--- src/rtl/uv_uart_rx_os_pkg.sv ---
// Shared types and helpers for the oversampled UART receive path.
package uv_uart_pkg;

    typedef enum logic [2:0] {
        IDLE,
        START,
        DATA,
        PARITY,
        STOP,
        BRK_WAIT
    } rx_state_e;

    localparam logic [1:0] PAR_EVEN  = 2'd0;
    localparam logic [1:0] PAR_ODD   = 2'd1;
    localparam logic [1:0] PAR_MARK  = 2'd2;
    localparam logic [1:0] PAR_SPACE = 2'd3;

    function automatic logic [3:0] nbits_to_cnt(input logic [1:0] nbits);
        return 4'd5 + {2'b00, nbits};
    endfunction

    function automatic logic maj3(input logic a, input logic b, input logic c);
        return (a & b) | (a & c) | (b & c);
    endfunction

endpackage

--- src/rtl/uv_uart_rx_os_if.sv ---
// Received-byte handshake plus status pulses between the RX engine and the RX queue.
interface uv_uart_rx_os_if;
    logic       rx_vld;
    logic       rx_rdy;
    logic [7:0] rx_dat;
    logic       rx_perr;
    logic       rx_ferr;
    logic       rx_ovr;
    logic       rx_tmo_pls;
    logic       rx_brk;

    modport master (
        output rx_vld, rx_dat, rx_perr, rx_ferr, rx_ovr, rx_tmo_pls, rx_brk,
        input  rx_rdy
    );

    modport slave (
        input  rx_vld, rx_dat, rx_perr, rx_ferr, rx_ovr, rx_tmo_pls, rx_brk,
        output rx_rdy
    );
endinterface

--- src/rtl/uv_uart_rx_os_tick.sv ---
// Oversample prescaler and per-bit sample counter; phase flags are qualified by tick in the user.
module uv_uart_os_tick #(
    parameter int OSR = 16
) (
    input  logic        clk,
    input  logic        rst_n,
    input  logic        clr,
    input  logic [15:0] clk_div,
    output logic        tick,
    output logic        mid_lo,
    output logic        mid,
    output logic        mid_hi,
    output logic        bit_last
);
    localparam int CW = $clog2(OSR);

    logic [15:0]   div_cnt;
    logic [CW-1:0] smp_cnt;

    // >= lets the prescaler recover at once if clk_div is lowered mid-count
    assign tick     = (div_cnt >= clk_div);
    assign mid_lo   = (smp_cnt == CW'(OSR/2 - 1));
    assign mid      = (smp_cnt == CW'(OSR/2));
    assign mid_hi   = (smp_cnt == CW'(OSR/2 + 1));
    assign bit_last = (smp_cnt == CW'(OSR - 1));

    always_ff @(posedge clk or negedge rst_n) begin
        if (!rst_n) begin
            div_cnt <= '0;
            smp_cnt <= '0;
        end else if (clr) begin
            div_cnt <= '0;
            smp_cnt <= '0;
        end else if (tick) begin
            div_cnt <= '0;
            smp_cnt <= bit_last ? '0 : smp_cnt + CW'(1);
        end else begin
            div_cnt <= div_cnt + 16'd1;
        end
    end
endmodule

--- src/rtl/uv_uart_rx_os.sv ---
// Oversampling UART receiver with majority vote, error flags and idle timeout.
// Break handling is built in when UV_UART_RX_BREAK_EN is defined.
//   state    | meaning
//   IDLE     | line idle, waiting for a falling edge
//   START    | validating start bit at mid-bit
//   DATA     | shifting nbits+5 data bits
//   PARITY   | checking the parity bit
//   STOP     | mid-stop decision, load output register
//   BRK_WAIT | break seen, waiting for one bit time of idle
module uv_uart_rx_os
    import uv_uart_pkg::*;
#(
    parameter int OSR         = 16,
    parameter int SYNC_STAGES = 2,
    parameter int TMO_W       = 8
) (
    input  logic             clk,
    input  logic             rst_n,
    input  logic             uart_rx,
    input  logic             rx_en,
    input  logic [1:0]       nbits,
    input  logic             endian,
    input  logic [15:0]      clk_div,
    input  logic             parity_en,
    input  logic [1:0]       parity_type,
    input  logic [TMO_W-1:0] rx_tmo,
    uv_uart_rx_os_if.master  rx_if
);
    logic [SYNC_STAGES-1:0] sync_q;
    logic rxs, rxs_d, fall;
    rx_state_e state, state_n;
    logic tick, mid_lo, mid, mid_hi, bit_last;
    logic smp_a, smp_b, smp_c, bit_end, tick_clr;
    logic v_a, v_b, maj, exp_par;
    logic [7:0] shreg, dat_q;
    logic [2:0] bit_cnt, last_idx, wr_idx;
    logic perr_q, ld_start, shift, par_chk, frame_done, brk_hit;
    logic vld_q, perr_o, ferr_o, ovr_q, tmo_pls_q, tmo_arm;
    logic [TMO_W-1:0] tmo_cnt;

    always_ff @(posedge clk or negedge rst_n) begin
        if (!rst_n) begin
            sync_q <= '1;
            rxs_d  <= 1'b1;
        end else begin
            sync_q <= {sync_q[SYNC_STAGES-2:0], uart_rx};
            rxs_d  <= rxs;
        end
    end

    assign rxs  = sync_q[SYNC_STAGES-1];
    assign fall = rxs_d & ~rxs;

    // in BRK_WAIT the bit timer restarts on every low sample, so bit_end means a full idle bit
    assign tick_clr = ((state == IDLE) && fall) || ((state == BRK_WAIT) && !rxs);

    uv_uart_os_tick #(.OSR(OSR)) u_tick (
        .clk      (clk),
        .rst_n    (rst_n),
        .clr      (tick_clr),
        .clk_div  (clk_div),
        .tick     (tick),
        .mid_lo   (mid_lo),
        .mid      (mid),
        .mid_hi   (mid_hi),
        .bit_last (bit_last)
    );

    assign smp_a   = tick & mid_lo;
    assign smp_b   = tick & mid;
    assign smp_c   = tick & mid_hi;
    assign bit_end = tick & bit_last;
    assign maj     = maj3(v_a, v_b, rxs);

    assign last_idx = 3'(nbits_to_cnt(nbits) - 4'd1);
    assign wr_idx   = endian ? (last_idx - bit_cnt) : bit_cnt;
    assign ld_start = (state == IDLE) && fall && rx_en;

    always_comb begin
        exp_par = 1'b0;
        case (parity_type)
            PAR_EVEN:  exp_par = ^shreg;
            PAR_ODD:   exp_par = ~(^shreg);
            PAR_MARK:  exp_par = 1'b1;
            PAR_SPACE: exp_par = 1'b0;
            default:   exp_par = 1'b0;
        endcase
    end

`ifdef UV_UART_RX_BREAK_EN
    logic all_zero;
    logic brk_q;

    assign brk_hit = (state == STOP) && smp_c && all_zero && !maj;

    always_ff @(posedge clk or negedge rst_n) begin
        if (!rst_n) begin
            all_zero <= 1'b0;
            brk_q    <= 1'b0;
        end else begin
            brk_q <= brk_hit && rx_en;
            if (ld_start)
                all_zero <= 1'b1;
            else if (shift || par_chk)
                all_zero <= all_zero & ~maj;
        end
    end

    assign rx_if.rx_brk = brk_q;
`else
    assign brk_hit      = 1'b0;
    assign rx_if.rx_brk = 1'b0;
`endif

    always_ff @(posedge clk or negedge rst_n) begin
        if (!rst_n) state <= IDLE;
        else        state <= state_n;
    end

    always_comb begin
        state_n    = state;
        shift      = 1'b0;
        par_chk    = 1'b0;
        frame_done = 1'b0;
        if (!rx_en) begin
            state_n = IDLE;
        end else begin
            case (state)
                IDLE:     if (fall) state_n = START;
                START:    if (smp_c) state_n = maj ? IDLE : DATA;
                DATA: if (smp_c) begin
                    shift = 1'b1;
                    if (bit_cnt >= last_idx) state_n = parity_en ? PARITY : STOP;
                end
                PARITY: if (smp_c) begin
                    par_chk = 1'b1;
                    state_n = STOP;
                end
                STOP: if (smp_c) begin
                    if (brk_hit) begin
                        state_n = BRK_WAIT;
                    end else begin
                        frame_done = 1'b1;
                        state_n    = IDLE;
                    end
                end
                BRK_WAIT: if (bit_end) state_n = IDLE;
                default:  state_n = IDLE;
            endcase
        end
    end

    always_ff @(posedge clk or negedge rst_n) begin
        if (!rst_n) begin
            v_a     <= 1'b1;
            v_b     <= 1'b1;
            shreg   <= '0;
            bit_cnt <= '0;
            perr_q  <= 1'b0;
        end else begin
            if (smp_a) v_a <= rxs;
            if (smp_b) v_b <= rxs;
            if (ld_start) begin
                shreg   <= '0;
                bit_cnt <= '0;
                perr_q  <= 1'b0;
            end
            if (shift) begin
                shreg[wr_idx] <= maj;
                bit_cnt       <= bit_cnt + 3'd1;
            end
            if (par_chk) perr_q <= (maj != exp_par);
        end
    end

    always_ff @(posedge clk or negedge rst_n) begin
        if (!rst_n) begin
            vld_q  <= 1'b0;
            dat_q  <= '0;
            perr_o <= 1'b0;
            ferr_o <= 1'b0;
            ovr_q  <= 1'b0;
        end else begin
            ovr_q <= 1'b0;
            if (frame_done) begin
                if (vld_q && !rx_if.rx_rdy) begin
                    ovr_q <= 1'b1;
                end else begin
                    vld_q  <= 1'b1;
                    dat_q  <= shreg;
                    perr_o <= perr_q;
                    ferr_o <= ~maj;
                end
            end else if (vld_q && rx_if.rx_rdy) begin
                vld_q <= 1'b0;
            end
        end
    end

    // idle timeout: down-counter reloaded on accept, steps once per bit time at the mid-bit phase
    always_ff @(posedge clk or negedge rst_n) begin
        if (!rst_n) begin
            tmo_cnt   <= '0;
            tmo_arm   <= 1'b0;
            tmo_pls_q <= 1'b0;
        end else begin
            tmo_pls_q <= 1'b0;
            if (vld_q && rx_if.rx_rdy) begin
                tmo_cnt <= rx_tmo;
                tmo_arm <= (rx_tmo != '0);
            end else if ((state == IDLE) && fall) begin
                tmo_cnt <= rx_tmo;
            end else if ((state == IDLE) && tmo_arm && smp_c) begin
                if (tmo_cnt <= TMO_W'(1)) begin
                    tmo_pls_q <= 1'b1;
                    tmo_arm   <= 1'b0;
                end else begin
                    tmo_cnt <= tmo_cnt - TMO_W'(1);
                end
            end
        end
    end

    assign rx_if.rx_vld     = vld_q;
    assign rx_if.rx_dat     = dat_q;
    assign rx_if.rx_perr    = perr_o;
    assign rx_if.rx_ferr    = ferr_o;
    assign rx_if.rx_ovr     = ovr_q;
    assign rx_if.rx_tmo_pls = tmo_pls_q;
endmodule
--- src/flat_wrapper.sv ---
// flat-port wrapper written by rule: the top's interface ports become plain ports
module uv_uart_rx_os_flat import uv_uart_pkg::*;
#(
    parameter int OSR         = 16,
    parameter int SYNC_STAGES = 2,
    parameter int TMO_W       = 8
)
  (clk, rst_n, uart_rx, rx_en, nbits, endian, clk_div, parity_en, parity_type, rx_tmo, rx_if_rx_vld, rx_if_rx_dat, rx_if_rx_perr, rx_if_rx_ferr, rx_if_rx_ovr, rx_if_rx_tmo_pls, rx_if_rx_brk, rx_if_rx_rdy);
  uv_uart_rx_os_if rx_if_i ();
  input  logic clk;
  input  logic rst_n;
  input  logic uart_rx;
  input  logic rx_en;
  input  logic [1:0] nbits;
  input  logic endian;
  input  logic [15:0] clk_div;
  input  logic parity_en;
  input  logic [1:0] parity_type;
  input  logic [TMO_W-1:0] rx_tmo;
  output wire logic [$bits(rx_if_i.rx_vld)-1:0] rx_if_rx_vld;
  output wire logic [$bits(rx_if_i.rx_dat)-1:0] rx_if_rx_dat;
  output wire logic [$bits(rx_if_i.rx_perr)-1:0] rx_if_rx_perr;
  output wire logic [$bits(rx_if_i.rx_ferr)-1:0] rx_if_rx_ferr;
  output wire logic [$bits(rx_if_i.rx_ovr)-1:0] rx_if_rx_ovr;
  output wire logic [$bits(rx_if_i.rx_tmo_pls)-1:0] rx_if_rx_tmo_pls;
  output wire logic [$bits(rx_if_i.rx_brk)-1:0] rx_if_rx_brk;
  input wire logic [$bits(rx_if_i.rx_rdy)-1:0] rx_if_rx_rdy;
  assign rx_if_rx_vld = rx_if_i.rx_vld;
  assign rx_if_rx_dat = rx_if_i.rx_dat;
  assign rx_if_rx_perr = rx_if_i.rx_perr;
  assign rx_if_rx_ferr = rx_if_i.rx_ferr;
  assign rx_if_rx_ovr = rx_if_i.rx_ovr;
  assign rx_if_rx_tmo_pls = rx_if_i.rx_tmo_pls;
  assign rx_if_rx_brk = rx_if_i.rx_brk;
  assign rx_if_i.rx_rdy = rx_if_rx_rdy;
  uv_uart_rx_os #(.OSR(OSR), .SYNC_STAGES(SYNC_STAGES), .TMO_W(TMO_W)) u_core (.clk(clk), .rst_n(rst_n), .uart_rx(uart_rx), .rx_en(rx_en), .nbits(nbits), .endian(endian), .clk_div(clk_div), .parity_en(parity_en), .parity_type(parity_type), .rx_tmo(rx_tmo), .rx_if(rx_if_i));
endmodule
--- config.mk ---
export PLATFORM = sky130hd
export DESIGN_NAME = uv_uart_rx_os_flat
export DESIGN_NICKNAME = d
export VERILOG_FILES = /design/src/rtl/uv_uart_rx_os_pkg.sv /design/src/rtl/uv_uart_rx_os_if.sv /design/src/rtl/uv_uart_rx_os_tick.sv /design/src/rtl/uv_uart_rx_os.sv /design/src/flat_wrapper.sv
export SDC_FILE = /design/constraint.sdc
export NUM_CORES = 1
export LEC_CHECK = 0
export ABC_AREA = 1
export ABC_CLOCK_PERIOD_IN_PS = 2300
export BUFFER_PORTS_ARGS = -buffer_cell sky130_fd_sc_hd__buf_2
export CAP_MARGIN = 15
export CORE_MARGIN = 2
export CORE_UTILIZATION = 53
export CTS_BUF_LIST = sky130_fd_sc_hd__clkbuf_16
export DETAILED_ROUTE_END_ITERATION = 16
export PLACE_DENSITY = 0.79
export SETUP_SLACK_MARGIN = 0.1
export SLEW_MARGIN = 0
export SYNTH_ARGS = -nofsm -noshare
export SYNTH_HDL_FRONTEND = slang
export SYNTH_HIERARCHICAL = 1
export SYNTH_SLANG_ARGS = --single-unit
--- constraint.sdc ---
create_clock -name clk -period 2.3 [get_ports clk]
set_input_delay 0 -clock clk [delete_from_list [all_inputs] [get_ports clk]]
set_output_delay 0 -clock clk [all_outputs]
set_load 0.01 [all_outputs]
Word-level counts from Yosys, hierarchy flattened --
Cells that the tools add are included.
Cells by class: bitwise logic cells 14, magnitude comparators 5, reduce and logical (&&, ||, !) cells 27, equal/unequal tests 23, mux-type cells 51, add/subtract/negate cells 7
Operators by type and width (count):
- 2-to-1 mux 8 bit | 6
- 2-to-1 mux 3 bit | 12
- 2-to-1 mux 16 bit | 2
- 2-to-1 mux 1 bit | 23
- != test 3 x 2 -> 1 bit, second input constant | 7
- one-hot mux 3 bit (6 select lines) | 1
- adder 16 x 1 -> 16 bit, second input constant | 1
- greater-or-equal comparator 16 bit | 1
- == test 4 bit, second input constant | 3
- 2-to-1 mux 4 bit | 3
- nonzero test 2 bit | 6
- bitwise AND 1 bit | 8
- bitwise mux 8 bit | 1
- <= comparator 8 x 1 -> 1 bit, second input constant | 1
- logical AND 1 bit | 8
- nonzero test 8 bit | 1
- parity 8 bit | 1
- subtractor 8 x 1 -> 8 bit, second input constant | 1
- AND reduction 7 bit | 1
- == test 3 x 2 -> 1 bit, second input constant | 2
- == test 3 bit, second input constant | 2
- AND reduction 2 bit | 3
- adder 4 x 1 -> 4 bit, second input constant | 1
- == test 2 bit, second input constant | 2
- other kinds (25) | 30
Storage, ports and cells: output and inout port bits 14, register bits after elaboration 62

Longest topological paths before layout --
Gate-level depths: netlist of run 1.
word-level depth 10, mapped depth 19

Modules after synthesis --
Netlist of run 1, hierarchy kept.
Modules (own cells, without submodules):
- uv_uart_rx_os | instances 1, area an instance 2388.5 um^2, cells each 307, sequential area each 1057.3 um^2
- uv_uart_os_tick | instances 1, area an instance 1552.7 um^2, cells each 197, sequential area each 500.5 um^2

Worst setup path before layout of run 1 --
No wires, ideal clock.
kind reg-to-reg, start register u_core.u_tick.div_cnt[3], end register u_core.dat_q[2], in the netlist u_core/rx_if.rx_dat[2], cell stages (with the launch flop) 16, data arrival time 2096 ps, required time 2172 ps, path slack 77 ps, path through dfrtp_1 > ha_1 > nand2_1 > nor2_1 > nor2_1 > nand2_1 > nand2_1 > nand2_2 > nand2_4 > nand2_1 > nand2_1 > nor2_4 > nand2_2 > inv_2 > nand2_2 > mux2_1
Between the ends: longest elaborated chain between the ends 6
Ends and longest elaborated chain:
- start, declared | RTL line uv_uart_rx_os_tick.sv:17 | logic [15:0] div_cnt;
- start signal, assigned | RTL line uv_uart_rx_os_tick.sv:38 | div_cnt <= div_cnt + 16'd1;
- greater-or-equal comparator 16 bit | RTL line uv_uart_rx_os_tick.sv:21 | assign tick = (div_cnt >= clk_div);
- net u_core.tick | RTL line uv_uart_rx_os.sv:32 | logic tick, mid_lo, mid, mid_hi, bit_last;
- bitwise AND 1 bit | RTL line uv_uart_rx_os.sv:71 | assign smp_c = tick & mid_hi;
- 2-to-1 mux 1 bit | RTL line uv_uart_rx_os.sv:139 | STOP: if (smp_c) begin
- 2-to-1 mux 1 bit | RTL line uv_uart_rx_os.sv:128 | case (state)
- 2-to-1 mux 1 bit | RTL line uv_uart_rx_os.sv:125 | if (!rx_en) begin
- AND reduction 2 bit (no line)
- end signal, assigned | RTL line uv_uart_rx_os.sv:190 | dat_q <= shreg;
- end, declared | RTL line uv_uart_rx_os.sv:35 | logic [7:0] shreg, dat_q;
The timed path passes the listed nets, and every way through them passes these cells. A chain may end at the register's enable or synchronous reset.

Final worst setup path of run 1 --
start register u_core.u_tick.div_cnt[14], end register u_core.state[0]
Between the ends: longest elaborated chain between the ends 4
Ends and longest elaborated chain:
- greater-or-equal comparator 16 bit (*) | RTL line uv_uart_rx_os_tick.sv:21
- net u_core.tick | RTL line uv_uart_rx_os.sv:32
- bitwise AND 1 bit, on equally long branches | RTL line uv_uart_rx_os.sv:72, uv_uart_rx_os.sv:71
- != test 3 x 2 -> 1 bit (no line)
- AND reduction 7 bit (no line) (*)
- end signal, assigned | RTL line uv_uart_rx_os.sv:117 | else state <= state_n;
- end, declared | RTL line uv_uart_rx_os.sv:31 | rx_state_e state, state_n;
Mark *: on every way through the listed nets, which the timed path passes. The rest lies on a longest branch.

==> results of run 1 <==
## cells in the mapped netlist (all sizes together) (2+ instances only)
library cell / n / area (um2)
nand2: 138 / 556
inv: 68 / 255
nor2: 64 / 298
dfrtp: 57 / 1430
nand3: 42 / 233
o21ai: 27 / 135
ha: 25 / 313
xor2: 16 / 140
a21oi: 13 / 65.1
nand4: 11 / 75.1
nor3: 6 / 51.3
xnor2: 6 / 52.6
buf: 5 / 33.8
dfstp: 5 / 131
mux2: 4 / 45.0
nor4: 3 / 25.0
a31oi: 2 / 12.5
nor3b: 2 / 15.0
## worst paths after layout
check / from / end / slack [ps] / cells past startpoint
setup / recovery: u_core/u_tick/div_cnt[14]$_DFF_PN0_ / u_core/state[0]$_DFFE_PN0P_ / 110 / 13
hold / removal: parity_en / u_core/state[2]$_DFFE_PN0P_ / 20 / 4
setup reg to reg: u_core/u_tick/div_cnt[14]$_DFF_PN0_ / u_core/state[0]$_DFFE_PN0P_ / 110 / 13
hold reg to reg: u_core/sync_q[0]$_DFF_PN1_ / u_core/sync_q[1]$_DFF_PN1_ / 360 / 0
max in group asynchronous: rst_n / u_core/u_tick/div_cnt[13]$_DFF_PN0_ / 1390 / 3
min in group asynchronous: rst_n / u_core/rx_if.rx_dat[4]$_DFFE_PN0P_ / 190 / 2
## state kept, by name (all words and copies together) (netlist names)
name,count
u_core/perr_q,1
u_core/rx_if.rx_ovr,1
u_core/rx_if.rx_vld,1
u_core/sync_q,2
u_core/state,3
u_core/rx_if.rx_dat,8
u_core/tmo_arm,1
u_core/bit_cnt,3
u_core/shreg,8
u_core/v_b,1
u_core/rxs_d,1
u_core/u_tick/smp_cnt,4
u_core/rx_if.rx_perr,1
u_core/rx_if.rx_tmo_pls,1
u_core/v_a,1
u_core/u_tick/div_cnt,16
u_core/tmo_cnt,8
u_core/rx_if.rx_ferr,1
## power by group through the flow
stage                     sequential, uW  clock (uW)  combinational, uW
after floorplan                     1390           0                795
after global placement              1410           0                967
after detailed placement            1430           0               1010
after CTS                           1410        1450               1050
after global routing                1440        1500               1320
final                               1420        1430               1140
## critical path, stage by stage, from the launching register on
cell	delay (ps)
dfrtp_1	430
ha_4	290
nand4_1	190
nor2_2	210
nand2_4	90
nand2_4	70
nand2_4	60
nand2_1	80
a21oi_1	40
nor3_2	300
nand2_2	150
nand2_2	100
nand2_1	60
nand2_1	60
## per-stage QoR
step	cells	setup WS (ps)
after floorplan	504	156
after global placement	654	176
after detailed placement	654	87.7
after CTS	681	101
after global routing	687	-18.9
final	687	107
## layer usage
metal	vias to the layer above	part of all wire	GRT usage
li1	1774	-	-
met1	1668	0.44	0.300
met2	83	0.50	0.412
met3	17	0.038	0.0335
met4	0	0.019	0.0872
met5	-	0	0
## placed cells by master, fill, tap and decap left out, types with 2 or more instances in the layout
master,n
clkinv_2,2
a21oi_1,11
nor2_2,13
clkbuf_16,9
buf_6,2
inv_2,5
nand2_4,7
nand3_2,8
a31oi_1,2
nor3_1,3
dfrtp_1,57
dfstp_2,5
nand2_1,120
nand4_1,10
o21ai_2,3
clkinv_1,2
buf_4,13
nor3b_1,2
bufinv_16,2
nor2_4,6
mux2_2,2
a21oi_2,2
nor3_2,2
buf_2,47
clkinvlp_4,2
xor2_1,16
inv_1,63
o21ai_0,8
nor2_1,45
nand3_1,33
ha_1,24
xnor2_1,6
nor4_1,2
o21ai_1,16
mux2_4,2
nand2_2,11
dlygate4sd3_1,11
## area by class of cell
type                            count  area (um2)
Fill cell                         578        2250
Multi-Input combinational cell    368        2240
Sequential cell                    62        1560
Timing Repair Buffer               73         465
Inverter                           69         259
Clock buffer                        9         225
Tap cell                           99         124
Clock inverter                      7        88.8
## what timing repair did
item / CTS / global route
endpoints found under the setup margin: 13 / 34
pin swaps: 2 / 12
gates resized for setup: 2 / 43
hold buffers: 11 / 0
hold endpoints to repair: 30 / 0
setup buffers: 0 / 6
## kinds of logic after synthesis
family                   after synthesis
other                                  1
multiplexers                           4
adder cells (fa/ha/maj)               26
AO/OA/AOI/OAI                         46
buffers and inverters                 74
AND/OR/NAND/NOR                      269
flip-flops                            62
XOR/XNOR                              22
==> impl_metrics.csv, run 1 <==
group,metric,value,unit
yosys,synth-simple-area-share,0.323,
power_and_ir_drop,combPwrFrac,0.287,
cts,clockBufferDepth,2,
layout,antenna_cells,0,
cts,cts_root_buf,"clkbuf_16",
worst_setup_path,critPathLaunchType,"flip-flop",
grt,track_usage,0.237,
timing,fin_skew,5.11,ps
placed_design,place_area,0.00434,mm2
timing,clock.fmax,0.456,GHz
drt,dr.pass1.iters,5,
layout,design_area,0.00496,mm2
floorplanning,start_util,0.546,
yosys,yosysSeqAreaShare,0.395,
yosys,synth_top_family_by_area,"simple AND/OR/NAND/NOR gates",
drt,avgViaCountPerCell,5.16,
power_and_ir_drop,p_sw,1360,uW
grt,grt_pass1_wl,15.7,mm
yosys,synth_compound_area_frac,0.0619,
worst_setup_path,path_class,"flip-flop to flip-flop",
floorplanning,ioPinCount,49,
drt,drc,0,
drt,vias,3542,
floorplanning,die_w,90.2,um
placed_design,hpwlAfterDp,6.24,mm
layout,synthToLayoutAreaGrowth,26.0,%
yosys,synth.net_count,565,
grt,grt_pass1_vias,3584,
yosys,synth_edf_count,0,
yosys,synth-adder-area-share,0.0844,
yosys,synthXorXnorAreaFrac,0.0489,
power_and_ir_drop,finalPower,3990,uW
placed_design,place_congestion,0.883,
worst_setup_path,path_max_fanout,4,
layout,drive_gt1_frac,0.255,
power_and_ir_drop,p_clk_frac,0.358,
worst_setup_path,endpoint_kind,"flip-flop",
cts,cts_tree,"done",
worst_setup_path,worstPathRequired,2570,ps
floorplanning,core_area,0.00721,mm2
power_and_ir_drop,power.density,804,mW/mm2
floorplanning,num_rows,31,
timing,slew-limit-headroom,0.535,
drt,routed_wl,9.06,mm
run,max-cap-violations,0,
timing,fin_crit,2190,ps
yosys,synth_area_per_cell,7.82,um2
yosys,synthArstFlopShare,1.00,
timing,hold_viol_final,0,
run_status,status,"completed",
grt,grt_antenna_before_repair,0,
power_and_ir_drop,irDropWorstVdd,0.556,mV
power_and_ir_drop,p_seq_frac,0.355,
layout,fin_util,0.688,
yosys,synth_mux_area_frac,0.0114,
timing,fin_setup_tns,0,ps
placed_design,numPortBuffers,47,
drt,drtAntennaViolNets,0,
drt,wl_per_cell,13.2,um
timing,tightest_slew,690,ps
grt,grt_max_degree,25,
cts,clk_latency,330,ps
yosys,synth-seq-cells,62,
yosys,netlist_area,0.00394,mm2
layout,fin_nets,644,
power_and_ir_drop,p_sw_frac,0.341,
cts,htree_levels,3,
grt,overflow,0,
drt,drtIter0Drc,229,
worst_setup_path,arrival,2460,ps
yosys,yosys_warnings,6,
timing,slew_viol_final,0,
yosys,synth_flop_cell,"dfrtp_1",
timing,setup_viol,0,
floorplanning,die_height,90.2,um
power_and_ir_drop,p_int,2630,uW
hold_path,min_path_type,"input port to flip-flop",
timing,fin_hold_ws,17.6,ps
timing,rsz0062_at_grt,"yes",
yosys,netlist_instances,504,
cts,cts_buffers,9,
cts,clk_pin_slew,50,ps
yosys,synth_cell_type_count,43,
floorplanning,dieArea,0.00814,mm2
timing,post-route-period-util,0.954,
cts,clock-sinks,62,
power_and_ir_drop,leakage,0.00253,uW
No activity file was read; power rests on OpenSTA's default activity.
==> inputs of run 2 (changes only) <==
- ABC_CLOCK_PERIOD_IN_PS: 2300 -> default
- RECOVER_POWER: default -> 100
==> impl_metrics.csv, run 2 (synthesis results as in run 1) <==
group,metric,value,unit
run_status,status,"completed",
cts,cts_tree,"done",
cts,clk_pin_slew,50,ps
grt,track_usage,0.237,
layout,fill_cells,584,
timing,post-route-period-util,0.956,
timing,fin_setup_tns,0,ps
floorplanning,core_area,0.00721,mm2
worst_setup_path,path_max_fanout,4,
layout,regMostFlops,"u_core/u_tick/div_cnt",
layout,fin_nets,644,
floorplanning,die_height,90.2,um
run,max-cap-violations,0,
drt,dr.pass1.iters,4,
timing,clock.fmax,0.455,GHz
drt,vias,3583,
timing,worst_slack,102,ps
timing,slew-limit-headroom,0.110,
worst_setup_path,path_class,"flip-flop to flip-flop",
cts,clock-sinks,62,
drt,wl_per_cell,13.3,um
floorplanning,die_w,90.2,um
timing,fin_crit,2200,ps
worst_setup_path,arrival,2460,ps
floorplanning,ioPinCount,49,
hold_path,min_path_type,"input port to flip-flop",
grt,grt_max_degree,25,
layout,largest_register_ffs,16,
grt,grt_antenna_before_repair,0,
drt,drtIter0Drc,216,
grt,grt_pass1_vias,3584,
power_and_ir_drop,combPwrFrac,0.287,
power_and_ir_drop,p_seq_frac,0.355,
cts,clk_latency,330,ps
placed_design,hpwlAfterDp,6.24,mm
placed_design,place_congestion,0.883,
worst_setup_path,critical_path.cell_chain,"ha_4, nand4_1, nor2_2, nand2_4, nand2_4, nand2_4, nand2_1, a21oi_1, nor3_2, nand2_2, nand2_2, nand2_1, nand2_1",
worst_setup_path,cp_slowest_stage_delay,430,ps
floorplanning,dieArea,0.00814,mm2
power_and_ir_drop,finalPower,3990,uW
layout,synthToLayoutAreaGrowth,25.4,%
layout,design_area,0.00494,mm2
timing,hold_viol_final,0,
worst_setup_path,critical_path_buf_inv_count,0,
power_and_ir_drop,p_clk_frac,0.357,
power_and_ir_drop,leakage,0.00247,uW
power_and_ir_drop,irDropWorstVdd,0.556,mV
cts,cts_buffers,9,
cts,htree_levels,3,
floorplanning,num_rows,31,
timing,setup_viol,0,
timing,fin_skew,4.82,ps
worst_setup_path,worstPathRequired,2570,ps
worst_setup_path,critPathLaunchType,"flip-flop",
layout,drive_gt1_frac,0.230,
worst_setup_path,cp_slowest_cell,"dfrtp_1",
drt,drc,0,
timing,tightest_slew,1330,ps
cts,clockBufferDepth,2,
drt,routed_wl,9.12,mm
worst_setup_path,crit_family,"simple AND/OR/NAND/NOR gates",
layout,antenna_cells,0,
layout,layout_commonest_cell,"nand2_1",
grt,grt_pass1_wl,15.7,mm
timing,fin_hold_ws,11.5,ps
grt,overflow,0,
drt,avgViaCountPerCell,5.22,
timing,rsz0062_at_grt,"yes",
cts,cts_root_buf,"clkbuf_16",
power_and_ir_drop,p_int,2630,uW
power_and_ir_drop,p_sw,1360,uW
floorplanning,start_util,0.546,
worst_setup_path,endpoint_kind,"flip-flop",
power_and_ir_drop,power.density,807,mW/mm2
placed_design,place_ws,87.7,ps
drt,drtAntennaViolNets,0,
timing,slew_viol_final,0,
power_and_ir_drop,p_sw_frac,0.342,
layout,final_cell_mix,"120 x nand2_1, 63 x inv_1, 57 x dfrtp_1",
placed_design,place_area,0.00434,mm2
placed_design,numPortBuffers,47,
## run 2: changes by cell type in the layout (fill, tap and decap cells not counted)
cell,delta
buf_2,-14
dfstp_1,+1
clkbuf_2,+2
dfstp_2,-1
buf_4,-2
clkbuf_1,+14
## run 2: timing repair
item / CTS / global route
setup endpoints to repair: 13 / 34
gates resized for setup: 2 / 43
hold endpoints to repair: 30 / 0
pin swaps: 2 / 12
hold buffers: 11 / 0
buffers inserted: 0 / 6
## run 2: final timing paths
kind	start	to	slack [ps]	cells after the start
max in group asynchronous	rst_n	u_core/u_tick/div_cnt[13]$_DFF_PN0_	520	3
min in group asynchronous	rst_n	u_core/rx_if.rx_dat[4]$_DFFE_PN0P_	490	2
setup / recovery	u_core/u_tick/div_cnt[14]$_DFF_PN0_	u_core/state[0]$_DFFE_PN0P_	100	13
setup reg to reg	u_core/u_tick/div_cnt[14]$_DFF_PN0_	u_core/state[0]$_DFFE_PN0P_	100	13
hold / removal	parity_en	u_core/state[2]$_DFFE_PN0P_	10	4
hold reg to reg	u_core/sync_q[0]$_DFF_PN1_	u_core/sync_q[1]$_DFF_PN1_	370	0
## run 2: through the flow
step / utilization / std cells
2_1_floorplan: - / 504
3_3_place_gp: 0.601 / 654
3_5_place_dp: 0.601 / 654
4_1_cts: 0.661 / 681
5_1_grt: 0.685 / 687
6_report: 0.685 / 687
## run 2: worst min-delay path: stages
cell and delay, ps:
buf_2 80, nand2_1 70, nand3_1 90, o21ai_2 60
## run 2: power by group through the flow
stage | combinational, uW | clock (uW) | sequential, uW
after floorplan | 795 | 0 | 1390
after global placement | 967 | 0 | 1410
after detailed placement | 1010 | 0 | 1430
after CTS | 1050 | 1450 | 1410
after global routing | 1320 | 1500 | 1440
final | 1150 | 1430 | 1420
## run 2: metal layers
layer / vias to the layer above / wire (um) / track usage
li1: 1777 / - / -
met1: 1686 / 3960 / 0.300
met2: 105 / 4600 / 0.412
met3: 15 / 410 / 0.0335
met4: 0 / 153 / 0.0872
met5: - / 0 / 0
## run 2: layout make-up
| type | count | area (um2) | share of cell area |
|---|---|---|---|
| Clock inverter | 7 | 88.8 | 0.0180 |
| Clock buffer | 9 | 225 | 0.0456 |
| Multi-Input combinational cell | 368 | 2240 | 0.454 |
| Timing Repair Buffer | 73 | 443 | 0.0896 |
| Sequential cell | 62 | 1560 | 0.315 |
| Tap cell | 99 | 124 | 0.0251 |
| Inverter | 69 | 259 | 0.0524 |
